===== src/rtl/mactx_framer.sv =====
// mactx_framer: SLINK MAC transmit framer.
//
// Pulls SOP/EOP-tagged words from the TX packet buffer using a read handshake
// with one cycle of latency. Each word is sent as a byte stream, MSB byte
// first. The stream is wrapped as:
//   preamble/SFD -> payload -> optional zero padding -> CRC-32 FCS
//   -> end delimiter -> inter-packet gap
// Underruns and protocol errors end the frame early with an error delimiter.
//
// Ports
//   clk_12_5m  system clock
//   rst_12_5m  asynchronous reset, active low
//   in_data    {sop, eop, payload}, payload MSB byte sent first
//   in_dval    in_data valid, the cycle after in_rdreq
//   in_rdreq   word request to the buffer
//   out_data   byte to PCS, 8'h00 whenever out_dval is low
//   out_dval   byte valid, preamble through delimiter inclusive
//   tx_eop     one-cycle pulse alongside the delimiter byte
//   tx_err     one-cycle pulse on abort or on a dropped non-SOP word
//   tx_busy    high in every state except IDLE
//
// state | meaning
// ------+-------------------------------------------------------------
// IDLE  | poll the buffer; wait for an SOP word
// PRE   | send PRE_LEN-1 bytes of 8'h55, then the 8'hD5 SFD
// DATA  | shift the held word out; fetch the next word just in time
// PAD   | send 8'h00 until the payload reaches MIN_PAYLOAD
// FCS   | send the inverted CRC register, low byte first
// EOD   | send EOD_OK, or EOD_ERR after an abort; pulse tx_eop
// IPG   | idle gap before the buffer is polled again
//
// Outputs are registered from the current state. A byte therefore appears
// one cycle after the state that chose it.

module mactx_framer #(
  parameter int         IN_BYTES    = 2,
  parameter int         PRE_LEN     = 8,
  parameter int         IPG_LEN     = 11,
  parameter int         MIN_PAYLOAD = 0,
  parameter logic [7:0] EOD_OK      = 8'hFD,
  parameter logic [7:0] EOD_ERR     = 8'hFE
) (
  input  logic                    clk_12_5m,
  input  logic                    rst_12_5m,
  input  logic [8*IN_BYTES+1:0]   in_data,
  input  logic                    in_dval,
  output logic                    in_rdreq,
  output logic [7:0]              out_data,
  output logic                    out_dval,
  output logic                    tx_eop,
  output logic                    tx_err,
  output logic                    tx_busy
);

  localparam int          PW        = 8 * IN_BYTES;
  localparam logic [7:0]  PRE_LAST  = 8'(PRE_LEN - 1);
  localparam logic [7:0]  BYTE_LAST = 8'(IN_BYTES - 1);
  localparam logic [7:0]  IPG_CNT   = 8'(IPG_LEN);
  localparam logic [31:0] MIN_P     = 32'(MIN_PAYLOAD);

  typedef enum logic [2:0] {
    IDLE,
    PRE,
    DATA,
    PAD,
    FCS,
    EOD,
    IPG
  } state_t;

  state_t        state_q, state_d;
  logic [7:0]    cnt_q, cnt_d;
  logic [PW-1:0] held_q, held_d;
  logic          held_eop_q, held_eop_d;
  logic [31:0]   crc_q, crc_d;
  logic [15:0]   pay_q, pay_d;
  logic          abort_q, abort_d;
  logic          armed_q;

  logic [7:0]    out_data_d;
  logic          out_dval_d;
  logic          tx_eop_d;
  logic          tx_err_d;

  logic          in_sop;
  logic          in_eop;
  logic [PW-1:0] in_payload;
  logic [7:0]    top_byte;
  logic [15:0]   pay_inc;

  assign in_sop     = in_data[PW+1];
  assign in_eop     = in_data[PW];
  assign in_payload = in_data[PW-1:0];
  assign top_byte   = held_q[PW-1 -: 8];
  assign pay_inc    = (pay_q == 16'hFFFF) ? pay_q : pay_q + 16'd1;
  assign tx_busy    = (state_q != IDLE);

  // Reflected CRC-32 (poly 0xEDB88320), one byte, LSB first.
  function automatic logic [31:0] crc32_byte(input logic [31:0] crc,
                                             input logic [7:0]  data);
    logic [31:0] c;
    c = crc ^ {24'd0, data};
    for (int i = 0; i < 8; i++) begin
      c = c[0] ? ((c >> 1) ^ 32'hEDB88320) : (c >> 1);
    end
    return c;
  endfunction

  always_comb begin
    state_d    = state_q;
    cnt_d      = cnt_q;
    held_d     = held_q;
    held_eop_d = held_eop_q;
    crc_d      = crc_q;
    pay_d      = pay_q;
    abort_d    = abort_q;
    out_data_d = 8'h00;
    out_dval_d = 1'b0;
    tx_eop_d   = 1'b0;
    tx_err_d   = 1'b0;
    in_rdreq   = 1'b0;

    case (state_q)
      IDLE: begin
        // armed_q keeps the request low while reset is held, and for the
        // first cycle after it is released.
        in_rdreq = armed_q & ~in_dval;
        if (in_dval) begin
          if (in_sop) begin
            held_d     = in_payload;
            held_eop_d = in_eop;
            crc_d      = 32'hFFFFFFFF;
            pay_d      = 16'd0;
            abort_d    = 1'b0;
            cnt_d      = PRE_LAST;
            state_d    = PRE;
          end else begin
            tx_err_d = 1'b1;
          end
        end
      end

      PRE: begin
        out_dval_d = 1'b1;
        if (cnt_q == 8'd0) begin
          out_data_d = 8'hD5;
          cnt_d      = BYTE_LAST;
          state_d    = DATA;
        end else begin
          out_data_d = 8'h55;
          cnt_d      = cnt_q - 8'd1;
        end
      end

      DATA: begin
        out_dval_d = 1'b1;
        out_data_d = top_byte;
        crc_d      = crc32_byte(crc_q, top_byte);
        pay_d      = pay_inc;
        held_d     = held_q << 8;
        // Request two bytes ahead, so the word arrives while the current
        // word's last byte is going out.
        if (cnt_q == 8'd1 && !held_eop_q) begin
          in_rdreq = 1'b1;
        end
        if (cnt_q != 8'd0) begin
          cnt_d = cnt_q - 8'd1;
        end else if (held_eop_q) begin
          if ({16'd0, pay_inc} < MIN_P) begin
            state_d = PAD;
          end else begin
            cnt_d   = 8'd3;
            state_d = FCS;
          end
        end else if (in_dval && !in_sop) begin
          held_d     = in_payload;
          held_eop_d = in_eop;
          cnt_d      = BYTE_LAST;
        end else begin
          // Underrun, or a stray SOP word. The word is dropped.
          abort_d = 1'b1;
          state_d = EOD;
        end
      end

      PAD: begin
        out_dval_d = 1'b1;
        out_data_d = 8'h00;
        crc_d      = crc32_byte(crc_q, 8'h00);
        pay_d      = pay_inc;
        if ({16'd0, pay_inc} >= MIN_P) begin
          cnt_d   = 8'd3;
          state_d = FCS;
        end
      end

      FCS: begin
        out_dval_d = 1'b1;
        out_data_d = ~crc_q[7:0];
        // Shift the next FCS byte down. Ones are shifted in; the register
        // is reloaded at the next SOP.
        crc_d      = {8'hFF, crc_q[31:8]};
        if (cnt_q == 8'd0) begin
          state_d = EOD;
        end else begin
          cnt_d = cnt_q - 8'd1;
        end
      end

      EOD: begin
        out_dval_d = 1'b1;
        out_data_d = abort_q ? EOD_ERR : EOD_OK;
        tx_eop_d   = 1'b1;
        tx_err_d   = abort_q;
        // The first IPG cycle overlaps the delimiter byte on the output, so
        // IPG_LEN+1 cycles are counted here.
        cnt_d      = IPG_CNT;
        state_d    = IPG;
      end

      IPG: begin
        if (cnt_q == 8'd0) begin
          state_d = IDLE;
        end else begin
          cnt_d = cnt_q - 8'd1;
        end
      end

      default: begin
        state_d = IDLE;
      end
    endcase
  end

  always_ff @(posedge clk_12_5m or negedge rst_12_5m) begin
    if (!rst_12_5m) begin
      state_q    <= IDLE;
      cnt_q      <= 8'd0;
      held_q     <= '0;
      held_eop_q <= 1'b0;
      crc_q      <= 32'hFFFFFFFF;
      pay_q      <= 16'd0;
      abort_q    <= 1'b0;
      armed_q    <= 1'b0;
      out_data   <= 8'h00;
      out_dval   <= 1'b0;
      tx_eop     <= 1'b0;
      tx_err     <= 1'b0;
    end else begin
      state_q    <= state_d;
      cnt_q      <= cnt_d;
      held_q     <= held_d;
      held_eop_q <= held_eop_d;
      crc_q      <= crc_d;
      pay_q      <= pay_d;
      abort_q    <= abort_d;
      armed_q    <= 1'b1;
      out_data   <= out_data_d;
      out_dval   <= out_dval_d;
      tx_eop     <= tx_eop_d;
      tx_err     <= tx_err_d;
    end
  end

endmodule


===== config.mk =====
export PLATFORM = sky130hd
export DESIGN_NAME = mactx_framer
export DESIGN_NICKNAME = d
export VERILOG_FILES = /design/src/rtl/mactx_framer.sv
export SDC_FILE = /design/constraint.sdc
export NUM_CORES = 1
export LEC_CHECK = 0
export BUFFER_PORTS_ARGS = -buffer_cell sky130_fd_sc_hd__buf_2
export CAP_MARGIN = 0
export CORE_MARGIN = 3
export CORE_UTILIZATION = 62
export DETAILED_ROUTE_END_ITERATION = 12
export PLACE_DENSITY = 0.79
export SYNTH_ARGS = -nofsm -noshare
export SYNTH_HDL_FRONTEND = slang
export SYNTH_SLANG_ARGS = --single-unit

===== constraint.sdc =====
create_clock -name clk_12_5m -period 2.9 [get_ports clk_12_5m]
set_input_delay 0.435 -clock clk_12_5m [delete_from_list [all_inputs] [get_ports clk_12_5m]]
set_output_delay 0.435 -clock clk_12_5m [all_outputs]
set_load 0.05 [all_outputs]

==> results.cfg, run 1 <==
[worst_setup_path]
critical_path.max_fanout = 7
end_kind = output pin
worstPathRequired_ns = 2.47
worstPathArrival_ns = 2.05
critPathLaunchType = flip-flop
path_class = flip-flop to output pin

[run]
maxCapViolations = 0

[global_route]
grt_pass1_wl_microns = 22600
grt_pass1_vias = 4415
antenna_found_initial = 0
overflow = 0
track_usage = 0.291
grt_start_max_net_pins = 40

[synthesis]
synth_nets = 615
synth_cell_types = 59
async_flop_share = 1.00
ys.flop_type = dfrtp_1
yosys_register_bits = 73
yosysWarnings = 0
syn_avg_cell_area_sq_um = 8.96
synthCells = 592
synth-edff-count = 0
yosysSeqAreaShare = 0.352
synth.cell_area_sq_um = 5310

[cells_and_area]
fill_cells = 655
design_area_sq_um = 5710
drive_above_1_share = 0.193
multiInputGateArea_sq_um = 3190
area_growth_pct = 7.55
diodes = 0
mostFrequentLayoutCells = 78 x xnor2_1, 66 x nand2_1, 51 x o21ai_0
finalNetCount = 628
seq_area_sq_um = 1870
layout_commonest_cell = xnor2_1

[clock_tree]
clock_latency_ns = 0.37
clk_path_buf_depth = 2
h-tree-depth = 3
cts_tree = done
clk_pin_slew_ns = 0.10
clkSinkCount = 73
hold_buffers = 0
root_buffer = clkbuf_8
postCtsSetupBuffers = 0
cts_inserted_buffers = 9
cts_resized = 0

[timing]
fin_skew_ns = 0.0128
slew_viol_final = 0
tightest_slew_ns = 0.722
setup_violations = 0
timing.fmax_ghz = 0.402
final.period_utilization = 0.859
fin_tns_setup_ns = 0
grt_setup_unrepaired = no
layout_min_cycle_time_ns = 2.49
hold_violations = 0
slew_headroom = 0.515

[hold_path]
hold_class = input pin to async pin

[placement]
dpl_cell_area_sq_um = 5500
io_buffers = 33
place.gp.congestion = 0.906
dpl.hpwl_microns = 9410

[status]
status = finished, final reports clean

[floorplanning]
start_util = 0.642
die_width_microns = 98.5
rows = 33
ios = 34
die-area_sq_um = 9700
die_h_microns = 98.5
coreArea_sq_um = 8260

[routing]
via_per_inst = 6.17
drt_iter0_drc = 383
drc = 0
drtPass1Iterations = 5
wl_per_cell_microns = 19.0
vias = 4408
ant_nets = 0
totalWireLength_microns = 13600
==> cell families after synthesis <==
family          Yosys count  share of synthesized area
mux                      14                     0.0266
flops                    73                      0.352
simple gates            146                      0.125
other cells               1                   0.000707
buf+inv                  56                     0.0479
compound gates          172                      0.193
fa+ha+maj                 2                    0.00472
xor+xnor                128                      0.250
==> metal layers <==
layer | vias to the layer above | share of wire | track usage
met4 | 0 | 0.024 | 0.106
li1 | 2052 | - | -
met2 | 203 | 0.48 | 0.459
met3 | 37 | 0.069 | 0.0616
met1 | 2116 | 0.43 | 0.399
met5 | - | 0 | 0
==> final cells by class <==
cell class,instances,share of cell area
sequential,73,0.327
tap,105,0.0230
clock buffer,9,0.0217
clock inverter,7,0.0147
multi-input combinational,463,0.559
timing repair buffer,47,0.0474
inverter,11,0.00724
==> critical path, stage by stage, from the launching register on <==
cell	delay, ns
dfrtp_1	0.48
nor4_4	0.43
nor4b_1	0.29
a22oi_1	0.12
nor2_1	0.10
buf_2	0.27
==> Yosys cell counts (7+ instances only) <==
library cell	number	area share
dfrtp_1	41	0.19
nand2b_1	7	0.0083
nand2_1	66	0.047
xor2_1	32	0.053
xnor2_1	78	0.13
inv_1	11	0.0078
nor2_1	40	0.028
o21ai_0	51	0.048
dfstp_2	32	0.16
mux2i_1	13	0.025
o21ai_1	19	0.018
nand3_1	9	0.0085
clkbuf_1	25	0.018
o22ai_1	15	0.018
buf_2	8	0.0075
xnor2_2	8	0.025
a21oi_1	47	0.044
nor2b_1	7	0.0083
==> state kept, by name, summed over array words and instances (netlist names) <==
name	count
crc_q	32
held_q	16
cnt_q	8
out_data	8
state_q	3
abort_q	1
armed_q	1
held_eop_q	1
out_dval	1
tx_eop	1
tx_err	1
==> final timing paths <==
kind | startpoint | end | slack, ns | cells past startpoint
setup / recovery | cnt_q[4]$_DFFE_PN0P_ | in_rdreq | 0.41 | 5
hold / removal | rst_12_5m | cnt_q[4]$_DFFE_PN0P_ | 0.11 | 2
setup reg to reg | state_q[1]$_DFFE_PN0P_ | cnt_q[7]$_DFFE_PN0P_ | 0.45 | 7
hold reg to reg | crc_q[14]$_DFFE_PN1P_ | crc_q[6]$_DFFE_PN1P_ | 0.49 | 2
max in group asynchronous | rst_12_5m | crc_q[11]$_DFFE_PN1P_ | 2.39 | 2
min in group clk_12_5m | in_data[1] | held_q[1]$_DFFE_PN0P_ | 0.29 | 3
==> through the flow <==
step | hold slack (ns) | utilization | setup WS (ns) | cells
after floorplan | 0.139 | - | 0.652 | 592
after global placement | 0.465 | 0.666 | 0.637 | 699
after detailed placement | 0.473 | 0.666 | 0.503 | 699
after CTS | 0.122 | 0.691 | 0.402 | 715
after global routing | 0.129 | 0.691 | 0.243 | 715
final | 0.110 | 0.691 | 0.410 | 715
Power of run 1 is not shown: default switching activity piles up to over one toggle a cycle in this logic, so the estimate is an artifact.
==> inputs of run 2 (changes only) <==
--- a/config.mk
+++ b/config.mk
@@ -10,7 +10,7 @@
 export CORE_MARGIN = 3
 export CORE_UTILIZATION = 62
 export DETAILED_ROUTE_END_ITERATION = 12
-export PLACE_DENSITY = 0.79
+export PLACE_DENSITY = 0.82
 export SYNTH_ARGS = -nofsm -noshare
 export SYNTH_HDL_FRONTEND = slang
 export SYNTH_SLANG_ARGS = --single-unit
==> run 2 against run 1 <==
Critical path type unchanged. Non-clock buffer count unchanged. Maximum frequency fell by 2.8%. Via count is 0.32% higher. Count of clock-buffer cells in the layout unchanged. Hold slack got worse by 0.022 ns. First-iteration DRC count fell by 21%. Flip-flop and latch count did not move. Global-route usage fell by 0.89 points. Critical path depth is the same. Design area grew 0.24%. Largest cell class unchanged. Worst setup slack lost 0.071 ns.
==> results.cfg, run 2 (same netlist as run 1, synthesis figures left out) <==
[timing]
tightest_slew_ns = 0.754
timing.fmax_ghz = 0.391
slew_viol_final = 0
fin_tns_setup_ns = 0
hold_violations = 0
fin_skew_ns = 0.0128
final.period_utilization = 0.883
slew_headroom = 0.494
grt_setup_unrepaired = no
setup_violations = 0
layout_min_cycle_time_ns = 2.56

[floorplanning]
die-area_sq_um = 9700
die_width_microns = 98.5
die_h_microns = 98.5
coreArea_sq_um = 8260
rows = 33
start_util = 0.642
ios = 34

[worst_setup_path]
path_depth = 5
path_class = flip-flop to output pin
worst-r2r-cell-count = 8
max_stage_delay_ns = 0.67
path_cells = nand2b_1 > nor4b_1 > a22oi_1 > nor2_1 > buf_2
critical_path.max_fanout = 17
critPathLaunchType = flip-flop
worstPathArrival_ns = 2.13
crit_path_top_delay_cell = dfrtp_1
end_kind = output pin
crit_buf_inv = 1
crit_family = simple AND/OR/NAND/NOR gates
worstPathRequired_ns = 2.47

[clock_tree]
cts_tree = done
clk_path_buf_depth = 2
cts_inserted_buffers = 9
root_buffer = clkbuf_8
postCtsSetupBuffers = 0
hold_buffers = 0
cts_resized = 0
clk_pin_slew_ns = 0.10
clkSinkCount = 73
h-tree-depth = 3
clock_latency_ns = 0.36

[routing]
vias = 4422
drtPass1Iterations = 4
drt_iter0_drc = 304
drc = 0
wl_per_cell_microns = 18.4
via_per_inst = 6.18
totalWireLength_microns = 13100
ant_nets = 0

[global_route]
overflow = 0
antenna_found_initial = 0
grt_pass1_wl_microns = 22100
grt_pass1_vias = 4417
track_usage = 0.283
grt_start_max_net_pins = 46

[cells_and_area]
reg_top3 = crc_q (32), held_q (16)
layout_commonest_cell = xnor2_1
diodes = 0
drive_above_1_share = 0.193
largest_register_ff_count = 32
mostFrequentLayoutCells = 78 x xnor2_1, 66 x nand2_1, 51 x o21ai_0
finalNetCount = 628
area_growth_pct = 7.81
regMostFlops = crc_q

[placement]
dpl.hpwl_microns = 9210
place.gp.congestion = 0.951
io_buffers = 33

[run]
maxCapViolations = 0

[status]
status = finished, final reports clean

[hold_path]
hold_class = input pin to async pin
==> run 2: changes by cell type in the layout (fill, tap and decap cells not counted) <==
cell        previous run  this run
clkinv_4               1         0
inv_6                  3         2
inv_8                  1         2
clkinvlp_4             1         2
buf_12                 0         1
buf_4                 14        13
==> run 2: per-layer routing <==
layer	global-route usage	share of wire	vias to the layer above
met5	0	0	-
met2	0.457	0.47	176
met3	0.0524	0.066	40
li1	-	-	2047
met4	0.102	0.027	0
met1	0.383	0.43	2159
==> run 2: path summary, 6_finish.rpt <==
kind | startpoint | end | slack, ns
setup / recovery | state_q[1]$_DFFE_PN0P_ | in_rdreq | 0.34
hold / removal | rst_12_5m | cnt_q[6]$_DFFE_PN0P_ | 0.09
setup reg to reg | cnt_q[0]$_DFFE_PN0P_ | cnt_q[3]$_DFFE_PN0P_ | 0.39
hold reg to reg | crc_q[14]$_DFFE_PN1P_ | crc_q[6]$_DFFE_PN1P_ | 0.47
max in group asynchronous | rst_12_5m | crc_q[4]$_DFFE_PN1P_ | 2.07
min in group clk_12_5m | in_data[7] | held_q[7]$_DFFE_PN0P_ | 0.29
==> run 2: layout make-up <==
cell class,instances,area [sq um]
inverter,11,41.3
multi-input combinational,463,3190
sequential,73,1870
clock buffer,9,124
clock inverter,7,85.1
fill,639,2540
tap,105,131
timing repair buffer,47,283
==> run 2: stage by stage <==
step                      hold WS, ns   util  cells  setup slack, ns  cell area (sq um)
after floorplan                 0.139      -    592            0.652               5310
after global placement          0.454  0.667    699            0.615               5510
after detailed placement        0.459  0.667    699            0.458               5510
after CTS                       0.101  0.693    715            0.348               5720
after global routing            0.137  0.693    715            0.155               5720
final                          0.0888  0.693    715            0.339               5720
==> run 2: worst reg2reg max path, delay by kind of cell (launching register included) <==
| kind | cells | cell delay [ns] |
|---|---|---|
| simple gates | 2 | 0.72 |
| compound gates | 3 | 0.67 |
| flops | 1 | 0.47 |
| mux | 1 | 0.23 |
| fa+ha+maj | 1 | 0.18 |
| buf+inv | 1 | 0.11 |
Power of run 2 is left out for the same reason.
